===== config.mk =====
export PLATFORM = sky130hd
export DESIGN_NAME = pwm_ramp_scheduler_flat
export DESIGN_NICKNAME = d
export VERILOG_FILES = /design/src/rtl/pwm_ramp_scheduler_pkg.sv /design/src/rtl/pwm_ramp_scheduler_if.sv /design/src/rtl/pwm_ramp_channel.sv /design/src/rtl/pwm_ramp_scheduler.sv /design/src/flat_wrapper.sv
export SDC_FILE = /design/constraint.sdc
export NUM_CORES = 1
export LEC_CHECK = 0
export CAP_MARGIN = 5
export CORE_MARGIN = 8
export CORE_UTILIZATION = 43
export DETAILED_ROUTE_END_ITERATION = 16
export PLACE_DENSITY = 0.62
export SYNTH_ARGS = -nofsm -noshare
export SYNTH_HDL_FRONTEND = slang
export SYNTH_SLANG_ARGS = --single-unit

===== constraint.sdc =====
create_clock -name clk -period 4.7 [get_ports clk]
set_clock_uncertainty 0.2 [all_clocks]
set_input_delay 0.47 -clock clk [delete_from_list [all_inputs] [get_ports clk]]
set_output_delay 0.47 -clock clk [all_outputs]
set_load 0.005 [all_outputs]

===== src/rtl/pwm_ramp_scheduler_pkg.sv =====
// Shared types, channel ids and default limits for the PWM ramp scheduler.
package pwm_sched_pkg;

  localparam int DUTY_W = 19;

  typedef enum logic [1:0] {
    DISARMED = 2'd0,
    ARMING   = 2'd1,
    ARMED    = 2'd2
  } esc_state_t;

  localparam logic [1:0] CH_SERVO0 = 2'd0;
  localparam logic [1:0] CH_ESC    = 2'd1;
  localparam logic [1:0] CH_SERVO2 = 2'd2;

  localparam logic [DUTY_W-1:0] DEF_SERVO_MIN    = 19'd12000;
  localparam logic [DUTY_W-1:0] DEF_SERVO_MAX    = 19'd24000;
  localparam logic [DUTY_W-1:0] DEF_SERVO_CENTER = 19'd18000;
  localparam logic [DUTY_W-1:0] DEF_ESC_MIN      = 19'd12000;
  localparam logic [DUTY_W-1:0] DEF_ESC_MAX      = 19'd22800;
  localparam logic [DUTY_W-1:0] DEF_SERVO_STEP   = 19'd600;
  localparam logic [DUTY_W-1:0] DEF_ESC_STEP     = 19'd240;
  localparam int                DEF_ARM_FRAMES   = 500;

  // Saturate a requested duty into the safe pulse-width window.
  function automatic logic [DUTY_W-1:0] clamp_duty(input logic [DUTY_W-1:0] v,
                                                   input logic [DUTY_W-1:0] lo,
                                                   input logic [DUTY_W-1:0] hi);
    if (v < lo) return lo;
    if (v > hi) return hi;
    return v;
  endfunction

endpackage


===== src/rtl/pwm_ramp_scheduler_if.sv =====
// Command channel between a host and the ramp scheduler (valid/ready plus error pulse).
interface pwm_ramp_scheduler_if;
  import pwm_sched_pkg::*;

  logic              cmd_valid;
  logic              cmd_ready;
  logic [1:0]        cmd_ch;
  logic [DUTY_W-1:0] cmd_duty;
  logic              cmd_err;

  modport master (output cmd_valid, output cmd_ch, output cmd_duty,
                  input  cmd_ready, input  cmd_err);
  modport slave  (input  cmd_valid, input  cmd_ch, input  cmd_duty,
                  output cmd_ready, output cmd_err);
endinterface


===== src/rtl/pwm_ramp_channel.sv =====
// One PWM channel: clamped target register and a frame-gated slew limiter on duty.
module pwm_ramp_channel
  import pwm_sched_pkg::*;
#(
  parameter logic [DUTY_W-1:0] MIN        = DEF_SERVO_MIN,
  parameter logic [DUTY_W-1:0] MAX        = DEF_SERVO_MAX,
  parameter logic [DUTY_W-1:0] STEP       = DEF_SERVO_STEP,
  parameter logic [DUTY_W-1:0] RST_DUTY   = DEF_SERVO_CENTER,
  parameter logic [DUTY_W-1:0] RST_TARGET = DEF_SERVO_CENTER
) (
  input  logic              clk,
  input  logic              rst_n,
  input  logic              load,
  input  logic [DUTY_W-1:0] load_val,
  input  logic              frame,
  input  logic              enable,
  input  logic              force_en,
  input  logic [DUTY_W-1:0] force_val,
  output logic [DUTY_W-1:0] duty,
  output logic              clamped
);

  localparam logic signed [DUTY_W:0] STEP_S = $signed({1'b0, STEP});
  localparam logic signed [DUTY_W:0] NSTEP_S = -STEP_S;

  logic [DUTY_W-1:0]        target;
  logic signed [DUTY_W:0]   diff;
  logic [DUTY_W-1:0]        step_val;

  // Next duty if this frame ramps: jump to target when close, else one step toward it.
  always_comb begin
    diff     = $signed({1'b0, target}) - $signed({1'b0, duty});
    clamped  = (load_val < MIN) || (load_val > MAX);
    step_val = target;
    if (diff > STEP_S)
      step_val = duty + STEP;
    else if (diff < NSTEP_S)
      step_val = duty - STEP;
  end

  // Target takes clamped loads; duty follows forced values or ramps only on a frame strobe.
  always_ff @(posedge clk) begin
    if (!rst_n) begin
      target <= RST_TARGET;
      duty   <= RST_DUTY;
    end else begin
      if (load)
        target <= clamp_duty(load_val, MIN, MAX);
      if (force_en)
        duty <= force_val;
      else if (frame && enable)
        duty <= step_val;
    end
  end

endmodule


===== src/rtl/pwm_ramp_scheduler.sv =====
// Duty-register owner for the 3-channel PWM generator: command handshake, ESC arming FSM.
module pwm_ramp_scheduler
  import pwm_sched_pkg::*;
#(
  parameter logic [DUTY_W-1:0] SERVO_MIN    = DEF_SERVO_MIN,
  parameter logic [DUTY_W-1:0] SERVO_MAX    = DEF_SERVO_MAX,
  parameter logic [DUTY_W-1:0] SERVO_CENTER = DEF_SERVO_CENTER,
  parameter logic [DUTY_W-1:0] ESC_MIN      = DEF_ESC_MIN,
  parameter logic [DUTY_W-1:0] ESC_MAX      = DEF_ESC_MAX,
  parameter logic [DUTY_W-1:0] SERVO_STEP   = DEF_SERVO_STEP,
  parameter logic [DUTY_W-1:0] ESC_STEP     = DEF_ESC_STEP,
  parameter int                ARM_FRAMES   = DEF_ARM_FRAMES
) (
  input  logic                   clk,
  input  logic                   rst_n,
  pwm_ramp_scheduler_if.slave    cmd,
  input  logic                   arm_req,
  input  logic                   disarm,
  input  logic                   frame0,
  input  logic                   frame1,
  input  logic                   frame2,
  output logic [DUTY_W-1:0]      duty0,
  output logic [DUTY_W-1:0]      duty1,
  output logic [DUTY_W-1:0]      duty2,
  output logic                   esc_armed
);

  localparam int CNT_W = $clog2(ARM_FRAMES + 1);

  esc_state_t        state, state_next;
  logic [CNT_W-1:0]  arm_cnt, arm_cnt_next;
  logic              ready_q, err_q, err_next;
  logic              accept, ch1_cmd_ok, arm_load;
  logic              load0, load1, load2;
  logic [DUTY_W-1:0] load1_val;
  logic              force1;
  logic [DUTY_W-1:0] force1_val;
  logic              clamped0, clamped1, clamped2;

  assign cmd.cmd_ready = ready_q;
  assign cmd.cmd_err   = err_q;
  assign esc_armed     = (state == ARMED);
  assign accept        = cmd.cmd_valid && ready_q;

  // ESC arming sequence; disarm wins over everything and zeroes duty1 immediately.
  always_comb begin
    state_next   = state;
    arm_cnt_next = arm_cnt;
    force1       = 1'b0;
    force1_val   = '0;
    arm_load     = 1'b0;
    case (state)
      DISARMED: begin
        if (arm_req) begin
          state_next   = ARMING;
          arm_cnt_next = '0;
          force1       = 1'b1;
          force1_val   = ESC_MIN;
          arm_load     = 1'b1;
        end
      end
      ARMING: begin
        if (!arm_req) begin
          state_next = DISARMED;
          force1     = 1'b1;
        end else if (frame1) begin
          arm_cnt_next = arm_cnt + CNT_W'(1);
          if ((arm_cnt + CNT_W'(1)) == CNT_W'(ARM_FRAMES))
            state_next = ARMED;
        end
      end
      ARMED: ;
      default: state_next = DISARMED;
    endcase
    if (disarm) begin
      state_next = DISARMED;
      force1     = 1'b1;
      force1_val = '0;
      arm_load   = 1'b0;
    end
  end

  // Command decode: route loads per channel and flag ignored or clamped commands.
  always_comb begin
    ch1_cmd_ok = accept && (cmd.cmd_ch == CH_ESC) && (state == ARMED) && !disarm;
    load0      = accept && (cmd.cmd_ch == CH_SERVO0);
    load2      = accept && (cmd.cmd_ch == CH_SERVO2);
    load1      = ch1_cmd_ok || arm_load;
    load1_val  = arm_load ? ESC_MIN : cmd.cmd_duty;
    err_next   = 1'b0;
    if (accept) begin
      case (cmd.cmd_ch)
        CH_SERVO0: err_next = clamped0;
        CH_ESC:    err_next = !ch1_cmd_ok || clamped1;
        CH_SERVO2: err_next = clamped2;
        default:   err_next = 1'b1;
      endcase
    end
  end

  // FSM state and arming frame counter.
  always_ff @(posedge clk) begin
    if (!rst_n) begin
      state   <= DISARMED;
      arm_cnt <= '0;
    end else begin
      state   <= state_next;
      arm_cnt <= arm_cnt_next;
    end
  end

  // Ready comes up one cycle after reset; error is a one-cycle registered pulse.
  always_ff @(posedge clk) begin
    if (!rst_n) begin
      ready_q <= 1'b0;
      err_q   <= 1'b0;
    end else begin
      ready_q <= 1'b1;
      err_q   <= err_next;
    end
  end

  pwm_ramp_channel #(
    .MIN(SERVO_MIN), .MAX(SERVO_MAX), .STEP(SERVO_STEP),
    .RST_DUTY(SERVO_CENTER), .RST_TARGET(SERVO_CENTER)
  ) u_ch0 (
    .clk(clk), .rst_n(rst_n), .load(load0), .load_val(cmd.cmd_duty),
    .frame(frame0), .enable(1'b1), .force_en(1'b0), .force_val('0),
    .duty(duty0), .clamped(clamped0)
  );

  pwm_ramp_channel #(
    .MIN(ESC_MIN), .MAX(ESC_MAX), .STEP(ESC_STEP),
    .RST_DUTY('0), .RST_TARGET(ESC_MIN)
  ) u_ch1 (
    .clk(clk), .rst_n(rst_n), .load(load1), .load_val(load1_val),
    .frame(frame1), .enable(state == ARMED), .force_en(force1), .force_val(force1_val),
    .duty(duty1), .clamped(clamped1)
  );

  pwm_ramp_channel #(
    .MIN(SERVO_MIN), .MAX(SERVO_MAX), .STEP(SERVO_STEP),
    .RST_DUTY(SERVO_CENTER), .RST_TARGET(SERVO_CENTER)
  ) u_ch2 (
    .clk(clk), .rst_n(rst_n), .load(load2), .load_val(cmd.cmd_duty),
    .frame(frame2), .enable(1'b1), .force_en(1'b0), .force_val('0),
    .duty(duty2), .clamped(clamped2)
  );

endmodule


===== src/flat_wrapper.sv =====
// flat-port wrapper written by rule: the top's interface ports become plain ports
module pwm_ramp_scheduler_flat import pwm_sched_pkg::*;
#(
  parameter logic [DUTY_W-1:0] SERVO_MIN    = DEF_SERVO_MIN,
  parameter logic [DUTY_W-1:0] SERVO_MAX    = DEF_SERVO_MAX,
  parameter logic [DUTY_W-1:0] SERVO_CENTER = DEF_SERVO_CENTER,
  parameter logic [DUTY_W-1:0] ESC_MIN      = DEF_ESC_MIN,
  parameter logic [DUTY_W-1:0] ESC_MAX      = DEF_ESC_MAX,
  parameter logic [DUTY_W-1:0] SERVO_STEP   = DEF_SERVO_STEP,
  parameter logic [DUTY_W-1:0] ESC_STEP     = DEF_ESC_STEP,
  parameter int                ARM_FRAMES   = DEF_ARM_FRAMES
)
  (clk, rst_n, arm_req, disarm, frame0, frame1, frame2, duty0, duty1, duty2, esc_armed, cmd_cmd_valid, cmd_cmd_ch, cmd_cmd_duty, cmd_cmd_ready, cmd_cmd_err);
  pwm_ramp_scheduler_if cmd_i ();
  input  logic clk;
  input  logic rst_n;
  input  logic arm_req;
  input  logic disarm;
  input  logic frame0;
  input  logic frame1;
  input  logic frame2;
  output logic [DUTY_W-1:0] duty0;
  output logic [DUTY_W-1:0] duty1;
  output logic [DUTY_W-1:0] duty2;
  output logic esc_armed;
  input wire logic [$bits(cmd_i.cmd_valid)-1:0] cmd_cmd_valid;
  input wire logic [$bits(cmd_i.cmd_ch)-1:0] cmd_cmd_ch;
  input wire logic [$bits(cmd_i.cmd_duty)-1:0] cmd_cmd_duty;
  output wire logic [$bits(cmd_i.cmd_ready)-1:0] cmd_cmd_ready;
  output wire logic [$bits(cmd_i.cmd_err)-1:0] cmd_cmd_err;
  assign cmd_i.cmd_valid = cmd_cmd_valid;
  assign cmd_i.cmd_ch = cmd_cmd_ch;
  assign cmd_i.cmd_duty = cmd_cmd_duty;
  assign cmd_cmd_ready = cmd_i.cmd_ready;
  assign cmd_cmd_err = cmd_i.cmd_err;
  pwm_ramp_scheduler #(.SERVO_MIN(SERVO_MIN), .SERVO_MAX(SERVO_MAX), .SERVO_CENTER(SERVO_CENTER), .ESC_MIN(ESC_MIN), .ESC_MAX(ESC_MAX), .SERVO_STEP(SERVO_STEP), .ESC_STEP(ESC_STEP), .ARM_FRAMES(ARM_FRAMES)) u_core (.clk(clk), .rst_n(rst_n), .cmd(cmd_i), .arm_req(arm_req), .disarm(disarm), .frame0(frame0), .frame1(frame1), .frame2(frame2), .duty0(duty0), .duty1(duty1), .duty2(duty2), .esc_armed(esc_armed));
endmodule

# [Word-level counts from Yosys, hierarchy flattened]
# Cells that the tools add are included.
[word_totals] register_bits=127 latch_bits=0 ram_bits=0 rom_bits=0 out_inout_bits=60 elab_cells=122 n_memories=0
[classes] n_addsub=10 multipliers=0 div=0 magnitude_cmp=10 eq_ne=10 shift=0 mux=58 bitwise=2 reduce_logical=22
[ops] cell="$mux W19" n=21
[ops] cell="$sub A19 B19 Y20" n=3
[ops] cell="$gt A20 B11 Y1 const B" n=2
[ops] cell="$lt A20 B11 Y1 const B" n=2
[ops] cell="$add A19 B10 Y19 const B" n=2
[ops] cell="$gt A19 B15 Y1 const B" n=2
[ops] cell="$lt A19 B14 Y1 const B" n=2
[ops] cell="$sub A19 B10 Y19 const B" n=2
[ops] cell="$mux W9" n=3
[ops] cell="$mux W1" n=25
[ops] cell="$gt A20 B9 Y1 const B" n=1
[ops] cell="$lt A20 B9 Y1 const B" n=1
[ops] cell="$add A19 B8 Y19 const B" n=1
[ops] cell="$sub A19 B8 Y19 const B" n=1
[ops] cell="$pmux W9 S2" n=1
[ops] cell="$mux W14" n=1
[ops] cell="$add A9 B1 Y9 const B" n=1
[ops] cell="$eq A9 B9 Y1 const B" n=1
[ops] cell="$mux W2" n=4
[ops] cell="$reduce_and A4 Y1" n=2
[ops] cell="$logic_and A1 B1 Y1" n=7
[ops] cell="$ne A2 B2 Y1 const B" n=3
[ops] cell="$pmux W2 S3" n=1
[ops] cell="$eq A2 B1 Y1 const B" n=2
[ops] cell="11 further kinds" n=21

# [Logic depth before layout (Yosys ltp)]
[depth] depth_word=13 mapped_depth=17 mapped_depth_nobuf=15

# [Modules after synthesis]
# A second synthesis with hierarchy kept.
[hier_totals] hier_cells=1669 area_unflattened_um2=12353.1
[by_module_without_submodules] module="pwm_ramp_channel at u_core.u_ch1" n_inst=1 cells_per_inst=536 area_per_inst_um2=3947.5 seq_area_each_um2=760.7
[by_module_without_submodules] module="pwm_ramp_channel at u_core.u_ch0" n_inst=1 cells_per_inst=513 area_per_inst_um2=3778.6 seq_area_each_um2=760.7
[by_module_without_submodules] module="pwm_ramp_channel at u_core.u_ch2" n_inst=1 cells_per_inst=512 area_per_inst_um2=3767.4 seq_area_each_um2=760.7
[by_module_without_submodules] module="pwm_ramp_scheduler" n_inst=1 cells_per_inst=108 area_per_inst_um2=859.6 seq_area_each_um2=260.2

# [Least setup slack after synthesis]
# Ideal clock, no wire load.
[synth_path] kind="reg-to-reg" start="register u_core.u_ch2.duty[11]" end="register u_core.u_ch2.duty[4]" arrival_time_ps=3713 setup_slack_ps=646 path_stages_with_launch=15 path_buffers=1 period_less_slack_ps=4054 path_cell_list="dfxtp_1 clkbuf_1 inv_1 ha_1 a21o_1 a21o_1 a21oi_1 o211a_1 o211ai_1 or4_4 or3_4 o21ai_4 mux2i_1 a222oi_1 o2111ai_1"
[synth_via] elab_chain_cells=4 word_cells_on_any_way=5
[synth_lines] element="from (decl)" line_no="pwm_ramp_channel.sv:19" rtl="output logic [DUTY_W-1:0] duty,"
[synth_lines] element="from (signal assigned)" line_no="pwm_ramp_channel.sv:50" rtl="duty <= force_val;"
[synth_lines] element="from (signal assigned)" line_no="pwm_ramp_channel.sv:52" rtl="duty <= step_val;"
[synth_lines] element="$sub A19 B19 Y20 *" line_no="pwm_ramp_channel.sv:32" rtl="diff = $signed({1'b0, target}) - $signed({1'b0, duty});"
[synth_lines] element="$lt A20 B11 Y1" line_no="pwm_ramp_channel.sv:37" rtl="else if (diff < NSTEP_S)"
[synth_lines] element="$mux W19" line_no="pwm_ramp_channel.sv:37"
[synth_lines] element="$mux W19 *" line_no="pwm_ramp_channel.sv:35" rtl="if (diff > STEP_S)"
# Mark *: on every way between the ends. The rest lies on a longest branch, timed or not.
# A chain may end at the register's enable or synchronous reset.

# [Final worst setup path]
[layout_path] start="register u_core.u_ch2.duty[0]" end="register u_core.u_ch2.duty[12]"
[layout_via] elab_chain_cells=4 word_cells_on_any_way=7
[layout_lines] element="$sub A19 B19 Y20" line_no="pwm_ramp_channel.sv:32"
[layout_lines] element="$lt A20 B11 Y1" line_no="pwm_ramp_channel.sv:37"
[layout_lines] element="$mux W19" line_no="pwm_ramp_channel.sv:37"
[layout_lines] element="$mux W19 *" line_no="pwm_ramp_channel.sv:35"
# Marks and branches as above.

==> qor.yml <==
outcome:
  outcome: "completed"
route:
  top_layer: "met4"
  met3_wirelength_um: 2130
  wl_met2_um: 15400
  ant_nets: 0
  wire_per_inst_um: 17.9
  num_vias: 11607
  route.layer.met1.wl_um: 16000
  first_pass_iters: 5
  wl_um: 34100
  drtIter0Drc: 1217
  drc_errors: 0
  vias_per_cell: 6.08
clocking:
  cts.sinks: 127
  path_clk_slew_ps: 70
  cts_tree: "done"
  insertion_delay_ps: 430
  cts_buffer_depth: 2
  htree_levels: 4
  cts-root-buf: "clkbuf_16"
  cts_buffers: 17
cells_and_area:
  fin_util_pct: 51.6
  nets: 1663
  layout_commonest_cell: "nor2_1"
  drive_above_1_share_pct: 8.42
  diodes: 0
  areaGrowthSynthToFinish_pct: 19.0
  final_cell_mix: "130 x nor2_1, 129 x nand2_1, 128 x a21oi_1"
  fillCellCount: 2496
critical_path:
  reg2reg_to: "u_core.u_ch2.duty[12]$_SDFFE_PN0P_"
  regToRegSetupSlack_ps: 230
  critPathLaunchType: "flop"
  cp.arrival_ps: 4570
  reg2reg_depth: 15
  worstSetupStartpoint: "u_core.u_ch2.duty[0]$_SDFFE_PN0P_"
  timing.rr.start: "u_core.u_ch2.duty[0]$_SDFFE_PN0P_"
  cp_max_fo: 7
  critPathKind: "reg2reg"
  worst_setup_path_end_kind: "flop"
  worst_ep_required_time_ps: 4800
sta:
  fmax_ghz: 0.224
  finalHoldViolCount: 0
  max_slew.worst_pin.slew_ps: 888
  timing.final.crit_share_pct: 95.1
  slew_headroom_pct: 40.5
  drv_slew: 0
  final.setup.tns_ps: 0
  setup_viol: 0
  post-route-min-period_ps: 4470
yosys:
  ys_types: 87
  yosys.area.top_type_share_pct: 23.5
  ys_ff_latch: 127
  synth_fp_nets: 1568
  ys_top_cells_by_area: "dfxtp_1 23%, ha_1 7.4%, a21oi_1 6.0%, nor2_1 4.5%, nand2_1 4.5%"
  synth_flop_cell: "dfxtp_1"
  syn_area_sq_um: 10800
  yosys_warnings: 0
  avgSynthCellArea_sq_um: 7.35
  yosys.area.top_type: "dfxtp_1"
  synthArstFlopShare_pct: 0
  ys_seq_area_share_pct: 23.5
  synth_edf_count: 0
  synth_cells: 1472
placed_design:
  hpwl_um: 26000
  io_buffers: 88
  gp_congestion: 0.905
global_routing:
  grt_overflow_total: 0
  grt_max_degree: 47
  grt_pass1_wl_um: 56300
  track_usage_pct: 21.9
  antenna_found_initial: 0
  grt_pass1_vias: 10930
floorplan:
  die_h_um: 175
  fp.dieArea_sq_um: 30500
  start_util_pct: 43.4
  io_pins: 89
  coreArea_sq_um: 25000
  row_count: 58
  die_x_um: 175
pwr:
  p_leak_nw: 4.96
  vdd_drop_max_mv: 0.394
  powerDensity_nw_per_um2: 484
hold_path:
  hold_end: "u_core.u_ch1.target[10]$_SDFFE_PN1P_"
  hp-class: "in2reg"
  min_from: "rst_n"
  whs_path_depth: 2
run:
  drv.max_cap_violation_count: 0
timing repair:
action,CTS,global route
hold buffers,0,0
buffers inserted,0,3
endpoints found under the setup margin,0,16
resized for setup,0,9
final cells by class:
type                    instances  area, sq um  area share (%)
well taps                     330          413            3.21
inverters                      81          304            2.36
flip-flops and latches        127         2540            19.8
clock inverters                15          173            1.34
multi-input cells            1200         7760            60.2
clock buffers                  17          425            3.30
repair buffers                140         1270            9.83
where the power goes:
part / internal [W] / switching [W] / total, W
combinational: 0.00154 / 0.00203 / 0.00357
clock: 0.000798 / 0.000591 / 0.00139
sequential: 0.00117 / 0.000107 / 0.00128
cell families after synthesis:
group / after synthesis / share of synthesized area [%]
DFF: 127 / 23.5
and+or+nand+nor: 573 / 26.6
xor gates and xnor gates: 60 / 4.85
AOI/OAI and AO/OA: 478 / 29.7
buffers and inverters: 145 / 5.20
adders and majority gates: 67 / 7.95
muxes: 22 / 2.17
through the flow:
stage	hold slack, ps	power (W)	area (sq um)	setup WS, ps	instances
after floorplan	248	0.00380	10800	646	1472
after global placement	258	0.00472	12200	230	1875
after detailed placement	271	0.00475	12200	134	1875
after CTS	98.9	0.00616	12800	91.9	1907
after global routing	109	0.00669	12900	-0.175	1910
final	111	0.00623	12900	230	1910
worst max-delay path by stage:
| stage | endpoint | slack [ps] | cells past startpoint |
|---|---|---|---|
| 4_1_cts | u_core.u_ch1.duty[6]$_SDFFE_PN0P_ | 90 | 15 |
| 3_3_place_gp | u_core.u_ch1.duty[7]$_SDFFE_PN0P_ | 230 | 14 |
| 5_1_grt | u_core.u_ch2.duty[10]$_SDFFE_PN1P_ | -0.2 | 15 |
| 3_5_place_dp | u_core.u_ch1.duty[8]$_SDFFE_PN0P_ | 130 | 17 |
| 2_1_floorplan | u_core.u_ch2.duty[4]$_SDFFE_PN1P_ | 650 | 14 |
| 6_report | u_core.u_ch2.duty[12]$_SDFFE_PN0P_ | 230 | 15 |
state kept, by name, summed over array words and instances (netlist names):
name	count
u_core.u_ch0.target	19
u_core.state	2
u_core.u_ch1.target	19
u_core.u_ch2.target	19
u_core.u_ch2.duty	19
u_core.u_ch0.duty	19
u_core.cmd.cmd_ready	1
u_core.arm_cnt	9
u_core.cmd.cmd_err	1
u_core.u_ch1.duty	19
critical path, stage by stage (launching register included):
cell	delay, ps
dfxtp_1	380
ha_1	180
inv_1	60
fa_1	450
a211oi_2	240
o211ai_1	190
a41oi_2	370
o211a_1	230
o211ai_1	140
or4_4	520
or3_4	410
o21ai_4	250
buf_4	160
mux2_2	320
o221ai_1	180
a21oi_1	60
synth_stat cells, types with 17 or more instances:
library cell	instances
nor3_1	56
ha_1	64
and3_1	33
nand3_1	63
nand4_1	18
a211oi_1	27
nor4_1	23
o21ai_0	75
dfxtp_1	127
o211ai_1	31
a31oi_1	22
nor2_1	130
clkbuf_1	56
o21a_1	19
nand2_1	129
a21o_1	33
or3_1	21
a21oi_1	129
xnor2_1	46
inv_1	80
and2_1	17
layer usage:
metal,track usage (%),vias to the layer above
met1,29.8,5485
met2,34.4,374
met3,3.89,48
met5,0,-
met4,6.99,0
li1,-,5700
(Power assumes the default switching activity.)
